$ cat config.mk
export PLATFORM = sky130hd
export DESIGN_NAME = pwm_generator_flat
export DESIGN_NICKNAME = d
export VERILOG_FILES = /design/src/rtl/pwm_generator_if.sv /design/src/rtl/pwm_generator.sv /design/src/flat_wrapper.sv
export SDC_FILE = /design/constraint.sdc
export NUM_CORES = 1
export LEC_CHECK = 0
export ABC_CLOCK_PERIOD_IN_PS = 1400
export BUFFER_PORTS_ARGS = -buffer_cell sky130_fd_sc_hd__buf_4
export CAP_MARGIN = 15
export CORE_MARGIN = 1
export CORE_UTILIZATION = 36
export DETAILED_ROUTE_END_ITERATION = 7
export SLEW_MARGIN = 20
export SYNTH_ARGS = -nofsm -noshare
export SYNTH_HDL_FRONTEND = slang
export SYNTH_SLANG_ARGS = --single-unit
export TNS_END_PERCENT = 100
$ cat constraint.sdc
create_clock -name clk -period 1.4 [get_ports clk]
set_clock_uncertainty 0.05 [all_clocks]
set_input_delay 0.28 -clock clk [delete_from_list [all_inputs] [get_ports clk]]
set_output_delay 0.28 -clock clk [all_outputs]
set_load 0.02 [all_outputs]
$ cat src/rtl/pwm_generator_if.sv
// PWM channel bus: the duty level goes in, the PWM waveform and the period marker come out.
// The master side drives duty; the slave side is the generator.
interface pwm_generator_if #(
    parameter int unsigned WIDTH = 8
);
    logic [WIDTH-1:0] duty;
    logic             pwm_out;
    logic             period_start;

    modport master (output duty, input pwm_out, input period_start);
    modport slave  (input duty, output pwm_out, output period_start);
endinterface

$ cat src/rtl/pwm_generator.sv
// Single-channel PWM generator with a double-buffered duty level and a clock-enable prescaler.
// Optional macro PWM_PHASE_CORRECT_EN selects up/down (phase-correct) counting instead of fast mode.
module pwm_generator #(
    parameter int unsigned WIDTH    = 8,
    parameter int unsigned PRESCALE = 1
) (
    input  logic            clk,
    input  logic            reset,
    pwm_generator_if.slave  bus
);
    localparam int unsigned PRE_W = (PRESCALE > 1) ? $clog2(PRESCALE) : 1;
    localparam logic [WIDTH-1:0] MAX = '1;

    logic [PRE_W-1:0] pre_cnt, pre_cnt_nxt;
    logic [WIDTH-1:0] cnt, cnt_nxt;
    logic [WIDTH-1:0] shadow, shadow_nxt;
    logic             tick;
    logic             wrap;

`ifdef PWM_PHASE_CORRECT_EN
    typedef enum logic {DIR_UP, DIR_DOWN} dir_t;
    dir_t dir, dir_nxt;
`endif

    // Next-state logic: prescaler, counter, wrap detection and duty capture.
    always_comb begin
        tick        = (pre_cnt == PRE_W'(PRESCALE - 1));
        pre_cnt_nxt = tick ? '0 : pre_cnt + PRE_W'(1);
        cnt_nxt     = cnt;
        wrap        = 1'b0;
`ifdef PWM_PHASE_CORRECT_EN
        dir_nxt     = dir;
        if (tick) begin
            if (dir == DIR_UP) begin
                cnt_nxt = cnt + WIDTH'(1);
                if (cnt_nxt == MAX) dir_nxt = DIR_DOWN;
            end else begin
                cnt_nxt = cnt - WIDTH'(1);
                if (cnt_nxt == '0) begin
                    dir_nxt = DIR_UP;
                    wrap    = 1'b1;
                end
            end
        end
`else
        if (tick) begin
            cnt_nxt = cnt + WIDTH'(1);
            wrap    = (cnt == MAX);
        end
`endif
        shadow_nxt = wrap ? bus.duty : shadow;
    end

    // State and output registers; compare uses the current count, so the output lags it by one clk.
    always_ff @(posedge clk) begin
        if (reset) begin
            pre_cnt          <= '0;
            cnt              <= '0;
            shadow           <= '0;
            bus.pwm_out      <= 1'b0;
            bus.period_start <= 1'b0;
`ifdef PWM_PHASE_CORRECT_EN
            dir              <= DIR_UP;
`endif
        end else begin
            pre_cnt          <= pre_cnt_nxt;
            cnt              <= cnt_nxt;
            shadow           <= shadow_nxt;
            bus.pwm_out      <= (cnt < shadow);
            bus.period_start <= wrap;
`ifdef PWM_PHASE_CORRECT_EN
            dir              <= dir_nxt;
`endif
        end
    end
endmodule

$ cat src/flat_wrapper.sv
// flat-port wrapper written by rule: the top's interface ports become plain ports
module pwm_generator_flat 
#(
    parameter int unsigned WIDTH    = 8,
    parameter int unsigned PRESCALE = 1
)
  (clk, reset, bus_duty, bus_pwm_out, bus_period_start);
  pwm_generator_if #(.WIDTH(WIDTH)) bus_i ();
  input  logic clk;
  input  logic reset;
  input wire logic [$bits(bus_i.duty)-1:0] bus_duty;
  output wire logic [$bits(bus_i.pwm_out)-1:0] bus_pwm_out;
  output wire logic [$bits(bus_i.period_start)-1:0] bus_period_start;
  assign bus_i.duty = bus_duty;
  assign bus_pwm_out = bus_i.pwm_out;
  assign bus_period_start = bus_i.period_start;
  pwm_generator #(.WIDTH(WIDTH), .PRESCALE(PRESCALE)) u_core (.clk(clk), .reset(reset), .bus(bus_i));
endmodule
Word level (Yosys, flattened, before mapping)

Cells that the tools add are included.

Register bits after elaboration: 19
Latch bits: 0
Bits in writable memories: 0
ROM bits: 0
Input port bits: 10
Output and inout bits: 2
Word-level logic and storage cells: 12
Memories: 0

Add/subtract/negate cells: 2
Multiply operators: 0
Div/mod/pow operators: 0
Magnitude comparators: 1
Equality and inequality tests: 1
Shifts and indexed selects: 0
Mux-type cells: 1
Bitwise logic cells: 1
Reduce and logical (&&, ||, !) cells: 1

Operators with widths:

| kind                                         | number |
|---|---|
| adder 8 x 1 -> 8 bit (second input constant) | 1 |
| == test 8 bit (second input constant)        | 1 |
| less-than comparator 8 bit                   | 1 |
| OR reduction 2 bit                           | 1 |
| adder 1 bit (second input constant)          | 1 |
| 2-to-1 mux 1 bit                             | 1 |
| NOT 1 bit                                    | 1 |

Depth between registers and ports, before layout

Gate-level depths: netlist of the first run.

Depth in word-level cells: 2
Gate-level depth with buffers: 5
Gate-level depth less buffers: 5

Worst setup path before layout of the first run

OpenSTA, ideal clock, no wires.

Kind: flip-flop to flip-flop
From: register u_core.cnt[3]
To: register u_core.bus.pwm_out
Setup time: 0.114 ns
Arrival time: 1.291 ns
Data required time: 1.236 ns
Setup slack: -0.056 ns
Cell stages (with the launch flop): 5
Buffers on the path: 0
Cell sequence: dfxtp_1 > ha_1 > a211oi_1 > o21ai_0 > a2111oi_0

Cells in the longest elaborated chain, start to end: 1

Ends and longest elaborated chain:

| item                       | line                   | RTL |
|---|---|---|
| start: declaration         | pwm_generator.sv:15    | `logic [WIDTH-1:0] cnt, cnt_nxt;` |
| start signal: assignment   | pwm_generator.sv:67    | `cnt <= cnt_nxt;` |
| less-than comparator 8 bit | pwm_generator.sv:69    | `bus.pwm_out <= (cnt < shadow);` |
| end signal: assignment     | pwm_generator.sv:69    |  |
| end: declaration           | pwm_generator_if.sv:11 | `modport slave (input duty, output pwm_out, output period_start);` |

Every way passes these cells.
A chain may end at the register's enable or synchronous reset.

Worst setup path in the final report of the first run

From: register u_core.shadow[4]
To: register u_core.bus.pwm_out

Cells in the longest elaborated chain, start to end: 1

Ends and longest elaborated chain:

| item                       | line                | RTL |
|---|---|---|
| start: declaration         | pwm_generator.sv:16 | `logic [WIDTH-1:0] shadow, shadow_nxt;` |
| start signal: assignment   | pwm_generator.sv:68 | `shadow <= shadow_nxt;` |
| less-than comparator 8 bit | pwm_generator.sv:69 |  |

Every way passes these cells.

==> results.yml, run 1 <==
synthesis:
  synth_area_per_cell_um2: 9.73
  postSynthCellCount: 98
  yosys_warnings: 0
  synth_seq_area_share_pct: 39.9
  ys_ff_latch: 19
  async_flop_share_pct: 0
  synthFlopType: "dfxtp_1"
  syn_area_um2: 953
  syn-num-nets: 116
  netlist-cell-type-count: 25
  synth_edf_count: 0
sta:
  min_period_over_period_pct: 99.1
  setup_ws_ns: 0.0127
  slew_violations: 0
  timing_hold_violations_final: 0
  fmax_mhz: 721
  rsz0062_at_grt: "yes"
  setup_tns_ns: 0
  setup_viol: 0
  period_needed_ns: 1.39
cts:
  clkTransAtPathRegs_ns: 0.11
  clk_latency_ns: 0.30
  cts_inserted_buffers: 3
  cts_buffer_depth: 2
  htreeDepth: 1
  clock-sinks: 19
  cts_tree: "done"
  cts_root_buf: "clkbuf_4"
routing:
  dr.pass1.iters: 4
  drtAntennaViolNets: 0
  drt-total-wl_um: 1750
  route.detailed.drc: 0
  route.vias.total: 726
  drt_iter0_drc: 2
  viasPerCell: 4.78
  wl_per_cell_um: 11.5
critical_path:
  critPathArrivalTime_ns: 1.54
  required_ns: 1.55
  crit_type: "reg -> reg"
  cp-end-kind: "register"
  cp_max_fo: 2
  critPathLaunchType: "register"
worst_hold_path:
  hold_class: "in -> reg"
floorplan:
  io_pins: 12
  start_util_pct: 38.1
  core-area_um2: 2500
  die_w_um: 53.5
  die_h_um: 53.5
  core.rowCount: 18
  die_area_um2: 2860
job:
  drv_cap: 0
finish:
  stdcell_count: 152
  area_growth_pct: 31.8
  mostFrequentLayoutCells: "buf_4 (20), nand2b_1 (16), dfxtp_1 (11)"
  finish.net_count: 141
  layout-drive-gt1-share_pct: 35.2
  n_antenna_cell: 0
  mostFrequentLayoutCell: "buf_4"
global_routing:
  grt_max_degree: 27
  gr-total-overflow: 0
  antenna_found_initial: 0
  grt_pass1_wl_um: 2930
  grt-busiest-layer: "met2"
  grtUsageMet1_pct: 17.3
  use_met2_pct: 24.0
  grt_util_all_layers_pct: 14.6
  grt_util_met3_pct: 2.59
  grt_pass1_vias: 673
pwr:
  power_density_nw_per_um2: 758
  irDropWorstVdd_uv: 375
  p_leak_nw: 0.487
  power_mw: 0.952
placed_design:
  place_inst: 145
  place_ws_ns: -0.163
  place_congestion: 0.701
  dp_hpwl_um: 1190
  port_buffers: 11
status:
  status: "finished, final reports clean"
-- state kept, by name, summed over array words and instances, names as in the netlist --
register                 cells
u_core.bus.period_start      1
u_core.bus.pwm_out           1
u_core.cnt                   8
u_core.pre_cnt               1
u_core.shadow                8
-- worst paths after layout --
path | from | endpoint | slack (ns) | cells past startpoint
max reg2reg | u_core.shadow[4] | u_core.bus.pwm_out | 0.01 | 4
min | bus_duty[2] | u_core.shadow[2] | 0.18 | 3
max | u_core.shadow[4] | u_core.bus.pwm_out | 0.01 | 4
min reg2reg | u_core.shadow[0] | u_core.shadow[0] | 0.43 | 2
-- Yosys cell counts, drive strengths merged, types with 3 or more instances --
master	number	area share, %
dfxtp	19	40
nand2b	16	10
mux2i	9	9.4
ha	8	10
inv	7	2.8
nor2	6	3.1
a21oi	4	2.1
o21ai	4	2.1
nand4b	3	4.3
or3	3	2.0
xor2	3	2.8
-- cells by family (layout without fill, tap and decap cells) --
logic type | count (synthesis) | count (layout) | share of synthesized area [%]
muxes | 9 | 9 | 9.45
and+or+nand+nor | 36 | 36 | 24.7
buffers and inverters | 9 | 33 | 3.54
DFF | 19 | 19 | 39.9
xor gates and xnor gates | 4 | 4 | 3.68
other | 1 | 1 | 0.393
adders and majority gates | 8 | 8 | 10.5
AOI/OAI and AO/OA | 12 | 12 | 7.87
-- area by class of cell --
cell class | instances | area (um^2)
Fill cell | 242 | 1240
Inverter | 7 | 26.3
Clock buffer | 4 | 26.3
Timing Repair Buffer | 22 | 181
Multi-Input combinational cell | 70 | 592
Sequential cell | 19 | 393
Tap cell | 30 | 37.5
-- per-layer routing --
layer	vias up	share of wire [%]
met1	330	47
met2	9	49
met5	-	0
met4	0	2.2
met3	4	2.1
li1	383	-
-- per-stage QoR --
stage          hold slack [ns]  util (%)  area [um^2]
2_1_floorplan            0.385         -          955
3_3_place_gp             0.409      45.6         1140
3_5_place_dp             0.415      45.6         1140
4_1_cts                  0.166      49.7         1240
5_1_grt                  0.169      50.3         1260
6_report                 0.180      50.3         1260
-- worst max-delay path, stage by stage (launching register included) --
cell and delay (ns):
dfxtp_2 0.34, inv_1 0.04, ha_1 0.28, o2111a_1 0.24, a2111oi_2 0.35
-- where the power goes --
part	switching, mW	internal, mW
Combinational	0.0435	0.0681
Clock	0.168	0.111
Sequential	0.0113	0.550
-- repair_timing --
action	4_1_cts	5_1_grt
setup endpoints to repair	2	10
setup buffers	2	1
hold buffers	0	0
gates resized for setup	17	3
pin swaps	6	4
(Power assumes the default switching activity.)
==> run 2: changes to the inputs <==
Settings changed: CELL_PAD_IN_SITES_DETAIL_PLACEMENT set to 0, CELL_PAD_IN_SITES_GLOBAL_PLACEMENT set to 1, PLACE_DENSITY_LB_ADDON set to 0.1.
==> results.yml, run 2 (synthesized netlist as in run 1, its figures left out) <==
status:
  status: "finished, final reports clean"
critical_path:
  cp_max_fo: 4
  max_stage_delay_ns: 0.38
  critPathArrivalTime_ns: 1.52
  crit_type: "reg -> reg"
  cp-end-kind: "register"
  path_cells: "ha_4, o211ai_1, o21ai_1, a2111oi_2"
  cp.buffers_inverters: 0
  critPathLaunchType: "register"
  path_delay_family: "compound AO/OA/AOI/OAI gates"
  required_ns: 1.56
  slowest_stage: "dfxtp_4"
global_routing:
  use_met2_pct: 25.0
  grt_util_met3_pct: 6.32
  grt_max_degree: 27
  grt_pass1_vias: 694
  grt_pass1_wl_um: 2900
  grt-busiest-layer: "met2"
  grtUsageMet1_pct: 16.0
  gr-total-overflow: 0
  grt_util_all_layers_pct: 14.7
  antenna_found_initial: 0
placed_design:
  port_buffers: 11
  dp_hpwl_um: 1220
  place_congestion: 0.746
  place_area_um2: 1150
pwr:
  pwr-share-seq_pct: 59.9
  internal_power_mw: 0.719
  p_sw_share_pct: 23.5
  power_density_nw_per_um2: 746
  p_leak_nw: 0.484
  p_switching_mw: 0.221
  combinationalPowerShare_pct: 10.4
  clock_power_share_pct: 29.7
  irDropWorstVdd_uv: 621
finish:
  multi_input_area_um2: 604
  n_antenna_cell: 0
  layout-drive-gt1-share_pct: 38.0
  area_growth_pct: 32.2
  reg_top3: "u_core.cnt (8), u_core.shadow (8)"
  num-fill-cells: 263
  final_cell_area_um2: 1260
  seq_area_um2: 395
  finish.net_count: 140
  mostFrequentLayoutCells: "buf_4 (20), nand2b_1 (16), mux2i_1 (9), dfxtp_1 (9), dfxtp_2 (9)"
  mostFrequentLayoutCell: "buf_4"
  post-route-util_pct: 50.4
sta:
  period_needed_ns: 1.36
  slew_violations: 0
  fmax_mhz: 738
  timing_hold_violations_final: 0
  setup_viol: 0
  setup_tns_ns: 0
  min_period_over_period_pct: 96.8
routing:
  drt-total-wl_um: 1800
  drt_iter0_drc: 4
  wl_per_cell_um: 11.9
  dr.pass1.iters: 4
  drtAntennaViolNets: 0
  route.detailed.drc: 0
  viasPerCell: 4.76
  route.vias.total: 719
floorplan:
  start_util_pct: 38.1
  die_w_um: 53.5
  die_area_um2: 2860
  core-area_um2: 2500
  core.rowCount: 18
  io_pins: 12
  die_h_um: 53.5
job:
  drv_cap: 0
cts:
  cts-hold-fix-buffers: 0
  htreeDepth: 1
  cts_root_buf: "clkbuf_4"
  cts_buffer_depth: 2
  clock-sinks: 19
  clk_latency_ns: 0.30
  cts_inserted_buffers: 3
  cts_tree: "done"
  clkTransAtPathRegs_ns: 0.11
worst_hold_path:
  hold_class: "in -> reg"
## run 2: area by class of cell
type	count	area share (%)
clock buffers	4	2.09
multi-input cells	70	48.0
flip-flops and latches	19	31.4
repair buffers	21	13.5
well taps	30	2.98
inverters	7	2.09
## run 2: metal layers
metal,up-vias,share of wire (%)
met5,-,0
met2,11,48
li1,382,-
met1,324,47
met3,2,4.4
met4,0,1.1
## run 2: timing repair
item                       CTS  global route
gates resized for setup      6            17
buffers inserted             1             0
pin swaps                    2             9
setup endpoints to repair    2             6
## run 2: power by group through the flow
stage	registers, mW	logic [mW]	clock network [mW]
after floorplan	0.575	0.0400	0
after global placement	0.571	0.0865	0
after detailed placement	0.570	0.0894	0
after CTS	0.559	0.0907	0.291
after global routing	0.565	0.108	0.313
final	0.563	0.0980	0.279
## run 2: worst paths after layout
| check | from | endpoint | slack [ns] | cells after the start |
|---|---|---|---|---|
| setup / recovery | u_core.cnt[1] | u_core.bus.pwm_out | 0.04 | 4 |
| hold / removal | bus_duty[6] | u_core.shadow[6] | 0.18 | 3 |
| setup reg to reg | u_core.cnt[1] | u_core.bus.pwm_out | 0.04 | 4 |
| hold reg to reg | u_core.shadow[0] | u_core.shadow[0] | 0.42 | 2 |
## run 2: worst register-to-register path: cells and delay by family (launching register included)
kind,cells,cell delay [ns]
adder cells (fa/ha/maj),1,0.24
AO/OA/AOI/OAI,3,0.61
flip-flops,1,0.38
## run 2: stage by stage
step                std cells  hold slack [ns]  setup WS, ns  power (mW)
global route              151            0.169       -0.0376       0.986
global placement          146            0.412       -0.0468       0.657
floorplan                  98            0.385       0.00670       0.615
detailed placement        146            0.415        -0.115       0.660
finish                    151            0.176        0.0446       0.940
CTS                       151            0.179       -0.0216       0.941
